`src/rtl/fixed_divider.sv`:
```
// Signed Q(W-FRAC).FRAC restoring divider, one quotient bit per clock, with sign fix-up and saturation.
// Optional FIXED_DIVIDER_ROUND_EN: extra guard iteration, result rounded half away from zero.
module fixed_divider #(
  parameter int W    = 24,
  parameter int FRAC = 8
) (
  input  logic         CLK,
  input  logic         RST,
  input  logic         start,
  input  logic [W-1:0] a,
  input  logic [W-1:0] b,
  output logic [W-1:0] o_val,
  output logic         done,
  output logic         valid,
  output logic         dbz
);

`ifdef FIXED_DIVIDER_ROUND_EN
  localparam int RND = 1;
`else
  localparam int RND = 0;
`endif
  localparam int QW = W + FRAC + RND;
  localparam int CW = $clog2(QW + 1);
  localparam logic [QW-1:0] POS_MAX = {{(QW-W+1){1'b0}}, {(W-1){1'b1}}};
  localparam logic [QW-1:0] NEG_MAX = POS_MAX + QW'(1);

  typedef enum logic [2:0] {S_IDLE, S_SETUP, S_ITER, S_FIX, S_DONE} state_t;

  state_t        state_q, state_d;
  logic [W-1:0]  a_q, a_d, b_q, b_d;
  logic [W-1:0]  babs_q, babs_d;
  logic [W-1:0]  rem_q, rem_d;
  logic [QW-1:0] dvd_q, dvd_d, quo_q, quo_d;
  logic [CW-1:0] cnt_q, cnt_d;
  logic          neg_q, neg_d;
  logic [W-1:0]  val_q, val_d;
  logic          valid_q, valid_d, dbz_q, dbz_d;

  logic [W-1:0]  aabs, babs;
  logic [W:0]    rem_sh;
  logic [W-1:0]  rem_sub;
  logic          ge;
  logic [QW-1:0] mag;
  logic          ovf;

  // Magnitude of the most negative value is 2^(W-1), which still fits W unsigned bits.
  assign aabs    = a_q[W-1] ? (~a_q + W'(1)) : a_q;
  assign babs    = b_q[W-1] ? (~b_q + W'(1)) : b_q;
  assign rem_sh  = {rem_q, dvd_q[QW-1]};
  assign ge      = rem_sh >= {1'b0, babs_q};
  assign rem_sub = rem_sh[W-1:0] - babs_q;

`ifdef FIXED_DIVIDER_ROUND_EN
  assign mag = (quo_q >> 1) + QW'(quo_q[0]);
`else
  assign mag = quo_q;
`endif
  assign ovf = neg_q ? (mag > NEG_MAX) : (mag > POS_MAX);

  always_comb begin
    state_d = state_q;
    a_d     = a_q;
    b_d     = b_q;
    babs_d  = babs_q;
    rem_d   = rem_q;
    dvd_d   = dvd_q;
    quo_d   = quo_q;
    cnt_d   = cnt_q;
    neg_d   = neg_q;
    val_d   = val_q;
    valid_d = valid_q;
    dbz_d   = dbz_q;
    case (state_q)
      S_IDLE: begin
        if (start) begin
          a_d     = a;
          b_d     = b;
          state_d = S_SETUP;
        end
      end
      S_SETUP: begin
        if (b_q == '0) begin
          val_d   = '0;
          valid_d = 1'b0;
          dbz_d   = 1'b1;
          state_d = S_DONE;
        end else begin
          babs_d  = babs;
          neg_d   = a_q[W-1] ^ b_q[W-1];
          dvd_d   = {aabs, {(FRAC+RND){1'b0}}};
          rem_d   = '0;
          quo_d   = '0;
          cnt_d   = CW'(QW);
          state_d = S_ITER;
        end
      end
      S_ITER: begin
        rem_d = ge ? rem_sub : rem_sh[W-1:0];
        quo_d = {quo_q[QW-2:0], ge};
        dvd_d = dvd_q << 1;
        cnt_d = cnt_q - CW'(1);
        if (cnt_q == CW'(1)) state_d = S_FIX;
      end
      S_FIX: begin
        if (ovf) begin
          val_d   = neg_q ? {1'b1, {(W-1){1'b0}}} : {1'b0, {(W-1){1'b1}}};
          valid_d = 1'b0;
        end else begin
          val_d   = neg_q ? (~mag[W-1:0] + W'(1)) : mag[W-1:0];
          valid_d = 1'b1;
        end
        dbz_d   = 1'b0;
        state_d = S_DONE;
      end
      S_DONE:  state_d = S_IDLE;
      default: state_d = S_IDLE;
    endcase
  end

  always_ff @(posedge CLK or posedge RST) begin
    if (RST) begin
      state_q <= S_IDLE;
      a_q     <= '0;
      b_q     <= '0;
      babs_q  <= '0;
      rem_q   <= '0;
      dvd_q   <= '0;
      quo_q   <= '0;
      cnt_q   <= '0;
      neg_q   <= 1'b0;
      val_q   <= '0;
      valid_q <= 1'b0;
      dbz_q   <= 1'b0;
    end else begin
      state_q <= state_d;
      a_q     <= a_d;
      b_q     <= b_d;
      babs_q  <= babs_d;
      rem_q   <= rem_d;
      dvd_q   <= dvd_d;
      quo_q   <= quo_d;
      cnt_q   <= cnt_d;
      neg_q   <= neg_d;
      val_q   <= val_d;
      valid_q <= valid_d;
      dbz_q   <= dbz_d;
    end
  end

  assign o_val = val_q;
  assign valid = valid_q;
  assign dbz   = dbz_q;
  assign done  = (state_q == S_DONE);

endmodule

```
`config.mk`:
```
export PLATFORM = sky130hd
export DESIGN_NAME = fixed_divider
export DESIGN_NICKNAME = d
export VERILOG_FILES = /design/src/rtl/fixed_divider.sv
export SDC_FILE = /design/constraint.sdc
export NUM_CORES = 1
export LEC_CHECK = 0
export ABC_CLOCK_PERIOD_IN_PS = 12100
export CAP_MARGIN = 15
export CORE_MARGIN = 2
export CORE_UTILIZATION = 45
export CTS_CLUSTER_SIZE = 16
export DETAILED_ROUTE_END_ITERATION = 8
export PLACE_DENSITY = 0.61
export RECOVER_POWER = 100
export SKIP_LAST_GASP = 1
export SLEW_MARGIN = 10
export SYNTH_ARGS = -nofsm -noshare
export SYNTH_HDL_FRONTEND = slang
export SYNTH_SLANG_ARGS = --single-unit
export TNS_END_PERCENT = 5
```
`constraint.sdc`:
```
create_clock -name CLK -period 12.1 [get_ports CLK]
set_input_delay 1.21 -clock CLK [delete_from_list [all_inputs] [get_ports CLK]]
set_output_delay 1.21 -clock CLK [all_outputs]
set_load 0.005 [all_outputs]
```
Yosys cells after proc, flatten, opt, wreduce, memory -nomap -nowiden

Cells that the tools add are included.

Register bits: 196
Output and inout bits: 27

Add/subtract/negate cells: 5
Order comparisons: 3
Eq/ne operators: 9
Multiplexer cells: 26
Bitwise gates (word level): 5
Reduce and logical (&&, ||, !) cells: 9

Operators with widths:

| operator                | number |
|---|---|
| $mux W24                | 8 |
| $pmux W32 S2            | 2 |
| $pmux W24 S2            | 2 |
| $add A24 B1 Y24 const B | 3 |
| $not A24 Y24            | 3 |
| $mux W32                | 2 |
| $gt A32 B23 Y1 const B  | 1 |
| $gt A32 B24 Y1 const B  | 1 |
| $ge A25 B24 Y1          | 1 |
| $logic_not A24 Y1       | 1 |
| $sub A24 B24 Y24        | 1 |
| $pmux W3 S4             | 1 |
| $pmux W6 S2             | 1 |
| $reduce_and A2 Y1       | 5 |
| $mux W3                 | 3 |
| $ne A2 B2 Y1 const B    | 4 |
| $eq A3 B2 Y1 const B    | 2 |
| $eq A6 B1 Y1 const B    | 1 |
| $mux W6                 | 1 |
| $sub A6 B1 Y6 const B   | 1 |
| $mux W1                 | 4 |
| $pmux W1 S2             | 2 |
| $reduce_bool A2 Y1      | 2 |
| $eq A3 B1 Y1 const B    | 1 |
| other kinds (4)         | 4 |

Longest topological paths before layout

Depth in word-level cells: 5
Depth in mapped cells: 14
Mapped depth without buffers: 12

Least setup slack after synthesis

OpenSTA, ideal clock, no wires.

Path type: register to register
Start point: reg rem_q[5]
End point: reg rem_q[10]
Library setup time: 0.132 ns
Arrival: 2.591 ns
Required time: 11.968 ns
Path slack: 9.376 ns
Stages on the path, launching flop included: 13
Path buffers: 2
Period minus slack after synthesis: 2.724 ns
Path through: dfrtp_1 -> ha_1 -> a21oi_1 -> nand2_1 -> o211ai_2 -> a211oi_2 -> or2_4 -> o41ai_2 -> o311a_1 -> buf_4 -> buf_8 -> mux2i_1 -> o21ai_1

Longest elaborated chain between the ends: 3
Elaborated cells on any way between the ends: 4

Ends and longest elaborated chain:

| what                                               | line   | source |
|---|---|---|
| start: declaration                                 | 33     | `logic [W-1:0] rem_q, rem_d;` |
| start signal: assignment                           | 140    | `rem_q <= rem_d;` |
| $sub A24 B24 Y24 or $ge A25 B24 Y1 (tied branches) | 52, 51 |  |
| $mux W24 (*)                                       | 99     | `rem_d = ge ? rem_sub : rem_sh[W-1:0];` |
| $pmux W24 S2 (*)                                   | 74     | `case (state_q)` |

Every way passes the cells marked *; elsewhere a longest branch is shown, timed or not.
A chain may end at the register's enable or synchronous reset.

Final worst setup path

Start point: reg b_q[14]
End point: reg babs_q[7]

Longest elaborated chain between the ends: 3

Ends and longest elaborated chain:

| what                        | line | source |
|---|---|---|
| start: declaration          | 31   | `logic [W-1:0] a_q, a_d, b_q, b_d;` |
| start signal: assignment    | 125  | `b_q <= '0;` |
| start signal: assignment    | 138  | `b_q <= b_d;` |
| $logic_not A24 Y1           | 83   | `if (b_q == '0) begin` |
| $not A1 Y1 (no line)        | n/a  |  |
| $reduce_and A2 Y1 (no line) | n/a  |  |
| end signal: assignment      | 139  | `babs_q <= babs_d;` |
| end: declaration            | 32   | `logic [W-1:0] babs_q, babs_d;` |

No other way between the ends.

==> metrics.md <==
| Metric | Value |
|---|---|
| Post-CTS Setup Inserts | `0` |
| Die Area | `23900 µm²` |
| Reg2Reg Setup Slack | `5.81 ns` |
| Cells after Synth | `1038` |
| Worst Setup EP | `babs_q[7]` |
| Flops & latches, synth | `between 150 and 200` |
| Synth cell count leaders | `188 x dfrtp_1, 149 x nand2_1, 54 x o21ai_0` |
| Final HPWL DP | `15100 µm` |
| Clock skew | `between 0.01 and 0.015 ns` |
| Initial antenna violation count | `0` |
| Clk root buf | `clkbuf_16` |
| DRT Wirelength | `21900 µm` |
| Multi-input gate area | `approximately 5000 µm²` |
| Number of flops mapped to enable cells by yosys | `0` |
| Drt drc | `0` |
| Drt first-iter violations | `379` |
| Count leader, synth | `dfrtp_1` |
| Sequential cell area | `between 4000 and 5000 µm²` |
| CP startpoint | `b_q[14]` |
| Clk buf depth | `2` |
| Hold crit path type | `register to register` |
| Highest clock rate | `approximately 0.16 GHz` |
| Synth area leader | `dfrtp_1` |
| Total clock sinks | `188` |
| Ys flop type | `dfrtp_1` |
| Final-layout fill cell count | `about 2000` |
| Pre-CTS setup slack | `8.47 ns` |
| H-Tree Depth | `4` |
| Worst Setup Start Kind | `register` |
| Post-Syn Nets | `around 1100` |
| Finished Core Util | `51.8%` |
| Drt first pass iters | `5` |
| Final Hold Vio Count | `0` |
| Via total after detailed routing | `7579` |
| Total grt overflow | `0` |
| Worst path max stage delay | `2.01 ns` |
| N_diodes | `0` |
| Data required, critical path | `12.43 ns` |
| Chip width | `between 150 and 200 µm` |
| Largest net degree at the start of global routing | `110` |
| Core area | `approximately 22000 µm²` |
| Pwr dens | `286 nW/µm²` |
| Total track usage | `between 10% and 20%` |
| Post-Synth Adder-Cell Area | `3.75%` |
| Vias in the first global route | `7229` |
| Final-report setup violation count | `0` |
| TritonCTS Buffers | `17` |
| Yosys warning count | `0` |
| Sequential area share after synthesis | `46.1%` |
| Min cycle time layout | `6.29 ns` |
| Netlist cell types | `68` |
| Worst reg2reg endpoint | `babs_q[7]` |
| GPL Wtd Cong | `0.825` |
| Post-CTS Hold Fix Bufs | `0` |
| P&R area growth vs syn | `13.8%` |
| FFs w/ async S/R, synth | `100%` |
| Compound-Gate Fraction of Synth Area | `16.2%` |
| Share of cells above drive strength 1 | `8.88%` |
| Ports | `78` |
| Max-slew violation count | `286` |
| Routed Antenna Nets | `0` |
| CP max stage cell | `clkbuf_1` |
| Row cnt | `55` |
| Initial core utilization | `between 40% and 50%` |
| Synth Area in Simple Gates | `about 15%` |
| Post-synthesis xor/xnor area fraction | `under 10%` |
| WL/cell | `15.9 µm` |
| Logic depth of the worst setup path including buffers | `9` |
| First-pass GRT wire length | `37300 µm` |
| Leak Pwr | `0.00535 µW` |
| Main combinational cell family by area after synthesis | `compound AO/OA/AOI/OAI gates` |
| Crit-path max FO | `70` |
| Worst r2r path cells | `9` |
| Slew @ Worst Pin | `4.85 ns` |
| Critical path class | `register to register` |
| VDD IR-drop max | `0.000172 V` |
| CTS clock-pin slew for the worst setup and hold paths | `0.08 ns` |
| Synth Cell Area | `10200 µm²` |
| Launch point of the worst reg-to-reg path | `b_q[14]` |
| Critical-path cell list | `or4_1, nor4_1, nand2b_1, nor4_1, nor2_1, nand2_1, clkbuf_1, nor2_1, a21oi_1` |
| Setup_tns | `0 ns` |
| Max_cap viols | `5` |
| Clock latency on the worst-skew pair | `roughly 0.44 ns` |
| PortBufs | `77` |
| CTS tree | `done` |
| Final setup margin | `5.81 ns` |
| Mux contribution to synthesized area | `6.83%` |
| RSZ-0062 raised after global routing | `no` |
| Final Net Count | `about 1200` |
| Share of the synthesized area in the top cell type | `46.1%` |
| Post-synthesis area per instance | `9.83 µm²` |
| Post-route clock period utilization | `52.0%` |
| Synth top area cells | `dfrtp_1 46%, nand2_1 5.5%, mux2_2 5.0%` |
| Status | `complete, but fails checks` |
| Crit path max-delay family | `simple AND/OR/NAND/NOR gates` |
| Failing checks | `max-capacitance violations, max-slew violations` |
| Critical path buffers and inverters | `1` |
| Slew headroom | `-225%` |
| Die Ht | `155 µm` |
| Post-DR vias/cell | `5.50` |
| Critical Path AT | `6.63 ns` |
| CTS resizes | `0` |
| Crit end category | `register` |
worst min path at each step:
stage,startpoint,end,slack (ns),depth (start not counted)
6_report,babs_q[19],babs_q[19],0.48,2
5_1_grt,valid,valid,0.52,1
4_1_cts,babs_q[19],babs_q[19],0.49,2
3_5_place_dp,babs_q[19],babs_q[19],0.47,2
3_3_place_gp,valid,valid,0.46,1
2_1_floorplan,babs_q[10],babs_q[10],0.45,2
where the power goes:
part           internal (µW)  switching [µW]  total, µW
Sequential               876             245       1120
Clock                    272             266        538
Combinational            767             901       1670
flip-flops by register name, indices dropped and copies added, names as in the netlist:
name and count:
neg_q 1, cnt_q 6, o_val 24, mag 32, state_q 3, dvd_q 24, rem_q 24, a_q 24
valid 1, babs_q 24, b_q 24, dbz 1
tightest hold or removal path, stage by stage (launching register included):
cell and delay (ns):
dfrtp_1 0.34, nand2_1 0.04, o21ai_0 0.06
kinds of logic after synthesis:
kind of cell               Yosys count
buffers and inverters              105
xor gates and xnor gates            84
and+or+nand+nor                    330
AOI/OAI and AO/OA                  237
muxes                               64
DFF                                188
adders and majority gates           30
layout make-up:
| cell class | count | area share (%) |
|---|---|---|
| multi-input combinational | 745 | 43.2 |
| clock buffer | 18 | 3.70 |
| inverter | 43 | 1.40 |
| clock inverter | 13 | 1.11 |
| timing repair buffer | 85 | 7.02 |
| tap | 285 | 3.07 |
| sequential | 188 | 40.5 |
layout by cell type (no fill, tap or decap), types with 10 or more instances in the layout:
cell type,count
a21o_1,10
a21oi_1,40
a221o_1,31
a22o_1,12
clkbuf_16,17
clkdlybuf4s50_1,48
dfrtp_1,188
dlygate4sd3_1,29
ha_1,29
inv_1,42
mux2_2,45
mux2i_1,19
nand2_1,148
nand2b_1,10
nand3_1,53
nor2_1,53
nor4_1,12
o21ai_0,74
o31ai_1,20
xnor2_1,39
xor2_1,45
per-layer routing:
metal | track usage, % | wire length [µm] | vias up
met5 | 0 | 0 | -
met4 | 4.85 | 247 | 0
met3 | 3.53 | 646 | 23
met2 | 29.2 | 9720 | 130
met1 | 28.3 | 11300 | 3654
li1 | - | - | 3772
stage by stage:
| step | instances | hold slack [ns] | instance area, µm² | power (µW) |
|---|---|---|---|---|
| 2_1_floorplan | 1038 | 0.450 | 10200 | 2450 |
| 3_3_place_gp | 1345 | 0.464 | 11100 | 2810 |
| 3_5_place_dp | 1345 | 0.473 | 11100 | 2830 |
| 4_1_cts | 1376 | 0.487 | 11700 | 3380 |
| 5_1_grt | 1377 | 0.517 | 11600 | 3620 |
| 6_report | 1377 | 0.476 | 11600 | 3330 |
(Power assumes the default switching activity.)
